[src/rtl/counter_wait_rx_if.sv]
// Output record stream of the counter-pair receive monitor.
// Valid/ready handshake carrying {err, w, b, a} records.
interface counter_wait_rx_if #(
    parameter int DW = 4
);
    logic            out_valid;
    logic            out_ready;
    logic [3*DW:0]   out_data;

    modport master (
        output out_valid,
        output out_data,
        input  out_ready
    );

    modport slave (
        input  out_valid,
        input  out_data,
        output out_ready
    );
endinterface

[src/rtl/counter_wait_rx.sv]
// Receive-side rendezvous monitor for the a/b/W counter pair.
// Optional COUNTER_WAIT_RX_STATS_EN builds the rendezvous counter.
module counter_wait_rx #(
    parameter int DW       = 4,
    parameter int HOLD_CYC = 2,
    parameter int DEPTH    = 2
) (
    input  logic                clk,
    input  logic                reset_n,
    input  logic [DW-1:0]       a_in,
    input  logic [DW-1:0]       b_in,
    input  logic [DW-1:0]       w_in,
    counter_wait_rx_if.master   rx,
    output logic                overflow,
    output logic [7:0]          err_cnt,
    output logic [15:0]         rdv_cnt
);
    localparam int RW = 3*DW + 1;
    localparam int AW = (DEPTH > 1) ? $clog2(DEPTH) : 1;
    localparam int CW = (HOLD_CYC > 1) ? $clog2(HOLD_CYC) : 1;
    localparam logic [CW-1:0] LAST = CW'(HOLD_CYC - 1);
    localparam logic [AW:0]   FULL = (AW+1)'(DEPTH);

    typedef enum logic [1:0] {
        RUN   = 2'd0,
        STALL = 2'd1,
        HOLD  = 2'd2
    } state_t;

    state_t          state, state_n;
    logic [CW-1:0]   stall_cnt, stall_cnt_n;
    logic [DW-1:0]   a_q, b_q;
    logic            stable;
    logic            push;
    logic [DW-1:0]   sum;
    logic            err;
    logic [RW-1:0]   rec;

    logic [RW-1:0]   mem [DEPTH];
    logic [AW-1:0]   wp, rp;
    logic [AW:0]     fill;
    logic            full;
    logic            pop;
    logic            acc;

    assign stable = (a_in == a_q) && (b_in == b_q);
    assign sum    = a_in + b_in;
    assign err    = (w_in != sum);
    assign rec    = {err, w_in, b_in, a_in};

    // Previous-cycle counter values for the stability compare
    always_ff @(posedge clk or negedge reset_n) begin
        if (!reset_n) begin
            a_q <= '0;
            b_q <= '0;
        end else begin
            a_q <= a_in;
            b_q <= b_in;
        end
    end

    // Rendezvous FSM state register
    always_ff @(posedge clk or negedge reset_n) begin
        if (!reset_n) begin
            state     <= RUN;
            stall_cnt <= '0;
        end else begin
            state     <= state_n;
            stall_cnt <= stall_cnt_n;
        end
    end

    // Next state; one push per rendezvous on the last stable cycle
    always_comb begin
        state_n     = state;
        stall_cnt_n = stall_cnt;
        push        = 1'b0;
        unique case (state)
            RUN: begin
                if (stable) begin
                    if (HOLD_CYC == 1) begin
                        push        = 1'b1;
                        state_n     = HOLD;
                        stall_cnt_n = '0;
                    end else begin
                        stall_cnt_n = CW'(1);
                        state_n     = STALL;
                    end
                end else begin
                    stall_cnt_n = '0;
                end
            end
            STALL: begin
                if (!stable) begin
                    state_n     = RUN;
                    stall_cnt_n = '0;
                end else if (stall_cnt == LAST) begin
                    push    = 1'b1;
                    state_n = HOLD;
                end else begin
                    stall_cnt_n = stall_cnt + CW'(1);
                end
            end
            HOLD: begin
                if (!stable) begin
                    state_n     = RUN;
                    stall_cnt_n = '0;
                end
            end
            default: begin
                state_n     = RUN;
                stall_cnt_n = '0;
            end
        endcase
    end

    assign full = (fill == FULL);
    assign pop  = rx.out_valid && rx.out_ready;
    assign acc  = push && (!full || pop);

    assign rx.out_valid = (fill != '0);
    assign rx.out_data  = mem[rp];

    // Record FIFO; a full FIFO still accepts when the head leaves
    always_ff @(posedge clk or negedge reset_n) begin
        if (!reset_n) begin
            for (int i = 0; i < DEPTH; i++) begin
                mem[i] <= '0;
            end
            wp   <= '0;
            rp   <= '0;
            fill <= '0;
        end else begin
            if (acc) begin
                mem[wp] <= rec;
                wp      <= wp + AW'(1);
            end
            if (pop) begin
                rp <= rp + AW'(1);
            end
            unique case ({acc, pop})
                2'b10:   fill <= fill + (AW+1)'(1);
                2'b01:   fill <= fill - (AW+1)'(1);
                default: fill <= fill;
            endcase
        end
    end

    // Sticky drop flag and saturating mismatch count
    always_ff @(posedge clk or negedge reset_n) begin
        if (!reset_n) begin
            overflow <= 1'b0;
            err_cnt  <= '0;
        end else begin
            if (push && full && !pop) begin
                overflow <= 1'b1;
            end
            if (push && err && (err_cnt != 8'hFF)) begin
                err_cnt <= err_cnt + 8'd1;
            end
        end
    end

`ifdef COUNTER_WAIT_RX_STATS_EN
    // Rendezvous count, dropped records included, wrapping
    always_ff @(posedge clk or negedge reset_n) begin
        if (!reset_n) begin
            rdv_cnt <= '0;
        end else if (push) begin
            rdv_cnt <= rdv_cnt + 16'd1;
        end
    end
`else
    assign rdv_cnt = '0;
`endif

endmodule

[src/flat_wrapper.sv]
// flat-port wrapper written by rule: the top's interface ports become plain ports
module counter_wait_rx_flat 
#(
    parameter int DW       = 4,
    parameter int HOLD_CYC = 2,
    parameter int DEPTH    = 2
)
  (clk, reset_n, a_in, b_in, w_in, overflow, err_cnt, rdv_cnt, rx_out_valid, rx_out_data, rx_out_ready);
  counter_wait_rx_if #(.DW(DW)) rx_i ();
  input  logic clk;
  input  logic reset_n;
  input  logic [DW-1:0] a_in;
  input  logic [DW-1:0] b_in;
  input  logic [DW-1:0] w_in;
  output logic overflow;
  output logic [7:0] err_cnt;
  output logic [15:0] rdv_cnt;
  output wire logic [$bits(rx_i.out_valid)-1:0] rx_out_valid;
  output wire logic [$bits(rx_i.out_data)-1:0] rx_out_data;
  input wire logic [$bits(rx_i.out_ready)-1:0] rx_out_ready;
  assign rx_out_valid = rx_i.out_valid;
  assign rx_out_data = rx_i.out_data;
  assign rx_i.out_ready = rx_out_ready;
  counter_wait_rx #(.DW(DW), .HOLD_CYC(HOLD_CYC), .DEPTH(DEPTH)) u_core (.clk(clk), .reset_n(reset_n), .a_in(a_in), .b_in(b_in), .w_in(w_in), .rx(rx_i), .overflow(overflow), .err_cnt(err_cnt), .rdv_cnt(rdv_cnt));
endmodule
[config.mk]
export PLATFORM = sky130hd
export DESIGN_NAME = counter_wait_rx_flat
export DESIGN_NICKNAME = d
export VERILOG_FILES = /design/src/rtl/counter_wait_rx_if.sv /design/src/rtl/counter_wait_rx.sv /design/src/flat_wrapper.sv
export SDC_FILE = /design/constraint.sdc
export NUM_CORES = 1
export LEC_CHECK = 0
export ABC_CLOCK_PERIOD_IN_PS = 2250
export CAP_MARGIN = 20
export CELL_PAD_IN_SITES_DETAIL_PLACEMENT = 0
export CELL_PAD_IN_SITES_GLOBAL_PLACEMENT = 2
export CORE_MARGIN = 3
export CORE_UTILIZATION = 30
export DETAILED_ROUTE_END_ITERATION = 10
export PLACE_DENSITY = 0.67
export SYNTH_ARGS = -nofsm -noshare
export SYNTH_HDL_FRONTEND = slang
export SYNTH_SLANG_ARGS = --single-unit
[constraint.sdc]
create_clock -name clk -period 2.25 [get_ports clk]
set_input_delay 0.45 -clock clk [delete_from_list [all_inputs] [get_ports clk]]
set_output_delay 0.45 -clock clk [all_outputs]
set_load 0.03 [all_outputs]
* Word level (Yosys, flattened, before mapping)
Index checks and enable logic that the tools add are counted.
Storage, ports and cells: flip-flop bits (word level) 50, bits of input ports 15, logic and storage cells 70
Operators by class: magnitude comparators 3, bitwise gates (word level) 2, equality and inequality tests 12, mux-type cells 20, $add $sub $neg 7, reductions and logical operators 15
Operator list (count):
- 13-bit 2-to-1 mux | 4
- 26-bit bitwise mux | 1
- 13-bit demux with 1-bit select | 1
- 8-bit by 1-bit adder with 8-bit output (second input constant) | 1
- 4-bit == test | 2
- 1-bit logical AND | 8
- 2-bit 2-to-1 mux | 4
- 8-bit != test (second input constant) | 1
- 1-bit 2-to-1 mux | 7
- 2-bit == test (second input constant) | 3
- 2-bit one-hot mux with 3 select lines | 1
- 4-bit adder | 1
- 2-bit by 1-bit == test with 1-bit output (second input constant) | 2
- 2-bit >= comparator (second input constant) | 2
- 4-bit != test | 1
- 1-bit inverter with 2-bit output | 2
- 2-bit one-hot mux with 2 select lines | 1
- 2-bit nonzero test | 2
- 1-bit adder (second input constant) | 3
- 3-bit by 2-bit != test with 1-bit output (second input constant) | 1
- 1-bit one-hot mux with 3 select lines | 1
- 3-bit AND reduction | 1
- 2-bit by 1-bit adder with 2-bit output (second input constant) | 1
- 1-bit logical NOT | 2
- 6 further kinds | 6

* Depth between registers and ports, before layout
depth after elaboration 7, depth in mapped cells 9, mapped depth without buffers 9

* Worst setup path before layout
Ideal clock, no wire load.
path kind in2reg, start input port a_in[0], end register u_core.err_cnt[1], cell stages on the path 8, path slack 77 ps, data required time 2125 ps, arrival 2048 ps, path through ha_1 -> inv_1 -> fa_1 -> xnor2_1 -> xnor2_1 -> nand4_2 -> nand3_1 -> mux2_2
On the way: word-level cells in the longest chain between the ends 6, elaborated cells between the ends (all ways) 8, those cells by class add/sub (1); eq/ne (2); mux (2); reduce/logical (3)
Ends and longest elaborated chain:
- start, declared | line flat_wrapper.sv:12 | input logic [DW-1:0] a_in;
- branches (longest 4 deep; another with 4-bit adder)
- 1-bit logical AND * (2 in series) | line counter_wait_rx.sv:158 | if (push && err && (err_cnt != 8'hFF)) begin
- end signal, assigned | line counter_wait_rx.sv:159 | err_cnt <= err_cnt + 8'd1;
- end, declared | line counter_wait_rx.sv:15 | output logic [7:0] err_cnt,
Mark *: on every way between the ends. A chain may end at the register's enable or synchronous reset.

* Worst setup path in the final report
start register u_core.fill[0], end output port rx_out_valid
On the way: word-level cells in the longest chain between the ends 1
Ends and longest elaborated chain:
- start, declared | line counter_wait_rx.sv:41 | logic [AW:0] fill;
- start signal, assigned | line counter_wait_rx.sv:142 | 2'b10: fill <= fill + (AW+1)'(1);
- start signal, assigned | line counter_wait_rx.sv:143 | 2'b01: fill <= fill - (AW+1)'(1);
- start signal, assigned | line counter_wait_rx.sv:144 | default: fill <= fill;
- 2-bit nonzero test | line counter_wait_rx.sv:121 | assign rx.out_valid = (fill != '0);
- end, declared | line flat_wrapper.sv:18 | output wire logic [$bits(rx_i.out_valid)-1:0] rx_out_valid;
Every way passes these cells.

==> out/qor.csv <==
metric;value;unit
outcome;completed;
Final Net Count;288;
Worst EP required;1.80;ns
GR Util All Layers;11.7;%
RePlAce Congestion;0.708;
Worst path top cell family by delay;buffers and inverters;
Overall Power;2.11;mW
DRC viols;0;
most common cell after layout, fill and taps aside;dfrtp_1;
total of max-cap violations;0;
Setup Skew;0.0168;ns
Hold Path Class;input pin to async pin;
Hold Vio Cnt, Final;0;
period utilization;93.7;%
die area;0.00971;mm2
Final min period;2.11;ns
largest cells by area after synthesis;dfrtp_1, mux2_2, mux2_4;
Overflow after GRT;0;
Main synth FF type;dfrtp_1;
synthesis-to-finish area growth;31.4;%
CP Max Fanout;4;
WP data arrival;1.66;ns
first-pass GRT wire length;9050;um
sequential element share of the synthesized area;48.7;%
RSZ-0062 raised after global routing;true;
Routed WL per cell;14.1;um
Fin Setup TNS;0;ns
reg2reg start;u_core.a_q[2];
critical-path cell list;or2_2, clkdlybuf4s50_1;
crit path kind;register to output port;
Power Density;625;mW/mm2
DR vias;1637;
total CTS buffers;5;
antenna violations before repair;0;
FF+latch count, synth;50;
vias in the first global route;1740;
Buffers on Ports;37;
Mapped Cells;198;
post-DP HPWL;3880;um
Yosys top cell area share;48.7;%
final core occ;40.9;%
Fill cells;821;
CP endpoint kind;output port;
Root Buffer;clkbuf_8;
YS warnings;0;
Fmax achieved;0.474;GHz
Final Max Slew Viols;0;
Clock Path Buffers;2;
Critical Path Source;u_core.fill[0];
CTS H-tree lvls;2;
Yosys top cell by area;dfrtp_1;
synthesized cell area;0.00257;mm2
CP peak stage delay;0.60;ns
Reg clk slew, reported paths;0.10;ns
CTS tree;done;
Final Setup Violations;0;
num ports;54;
EDFF count, synth;0;
Slowest-stage cell, CP;clkdlybuf4s50_1;
CTS Sinks;50;
most frequent cells in the layout;dfrtp_1, buf_4, mux2_2;
syn_area_per_cell;13.0;um2
share of cells above drive strength 1;36.2;%
VDD IR max;0.396;mV
core area;0.00826;mm2
diode count;0;
Initial Util;31.1;%
largest net degree at the start of global routing;35;
crit start category;register;
final hold slack;0.0708;ns
Buf/Inv on CP;1;
Detailed Route Iter0 Violations;44;
Post-Route WL;5260;um
standard-cell rows;33;
Post-synth ARST share;100;%
DRT Pass-1 Iters;4;
Die Ht;98.6;um
clk_lat worst skew;0.31;ns
drt via density;4.39;
die width;98.6;um
synth unique cells;37;
leakage;1.71;nW
Routed Antenna Nets;0;
CTS Hold Bufs;0;
## per-stage QoR
stage | area (um2) | std cells | worst slack, ns
after floorplan | 2630 | 213 | 0.0773
after global placement | 3220 | 364 | -0.569
after detailed placement | 3220 | 364 | -0.568
after CTS | 3330 | 373 | 0.0133
after global routing | 3380 | 373 | -0.0614
final | 3380 | 373 | 0.142
## worst paths after layout
kind / end / slack [ns] / depth (start not counted)
min: u_core.b_q[2] / 0.07 / 1
max in group asynchronous: u_core.state[1] / 1.65 / 2
max reg2reg: u_core.fill[1] / 0.16 / 10
max: rx_out_valid / 0.14 / 2
min in group clk: u_core.b_q[1] / 0.33 / 1
min reg2reg: u_core.overflow / 0.47 / 1
## synth_stat cells (all sizes together), types with 3 or more instances
master   n
a21oi    4
and3     3
buf     19
dfrtp   50
ha       5
inv      3
mux2    39
nand2    5
nand2b   4
nand3    7
nand4    5
nor2     9
xnor2   13
xor2    12
## sequential cells by signal, summed over array words and instances, names as in the netlist, 2 cells and up
signal / cells
u_core.state: 2
u_core.mem: 26
u_core.fill: 2
u_core.a_q: 4
u_core.err_cnt: 8
u_core.b_q: 4
## logic make-up (layout without fill, tap and decap cells)
logic type,Yosys count,count (layout),synth area share [%]
mux,39,39,19.4
fa+ha+maj,6,6,3.21
other cells,1,16,0.146
simple gates,44,44,10.8
flops,50,50,48.7
compound gates,10,10,2.29
xor+xnor,25,25,8.52
buf+inv,23,78,6.91
## worst reg2reg max path: cells and delay by family, from the launching register on
family | cells | cell delay, ns
simple gates | 5 | 0.77
xor+xnor | 3 | 0.45
flops | 1 | 0.41
fa+ha+maj | 1 | 0.20
buf+inv | 1 | 0.16
## metal layers
layer / GRT usage (%) / routed length, um
met5: 0 / 0
met4: 3.78 / 59
met3: 2.55 / 176
met2: 18.7 / 2620
met1: 15.8 / 2400
## final cells by class
cell class              count  area, um2  share of cell area [%]
clock buffers               5       68.8                    2.04
clock inverters             3       43.8                    1.30
inverters                   3       11.3                   0.333
multi-input cells         140       1250                    37.2
flip-flops and latches     50       1250                    37.1
well taps                 105        131                    3.89
repair buffers             67        616                    18.2
## repair_timing
item,CTS,global route
pin swaps,3,12
endpoints found under the setup margin,37,18
buffers inserted,1,0
resized for setup,19,17
cloned,0,0
## power by group
part	internal, mW	switching (mW)	total (mW)
clock network	0.334	0.319	0.653
registers	0.936	0.0375	0.973
logic	0.246	0.238	0.484
total	1.52	0.594	2.11
(Power assumes the default switching activity.)
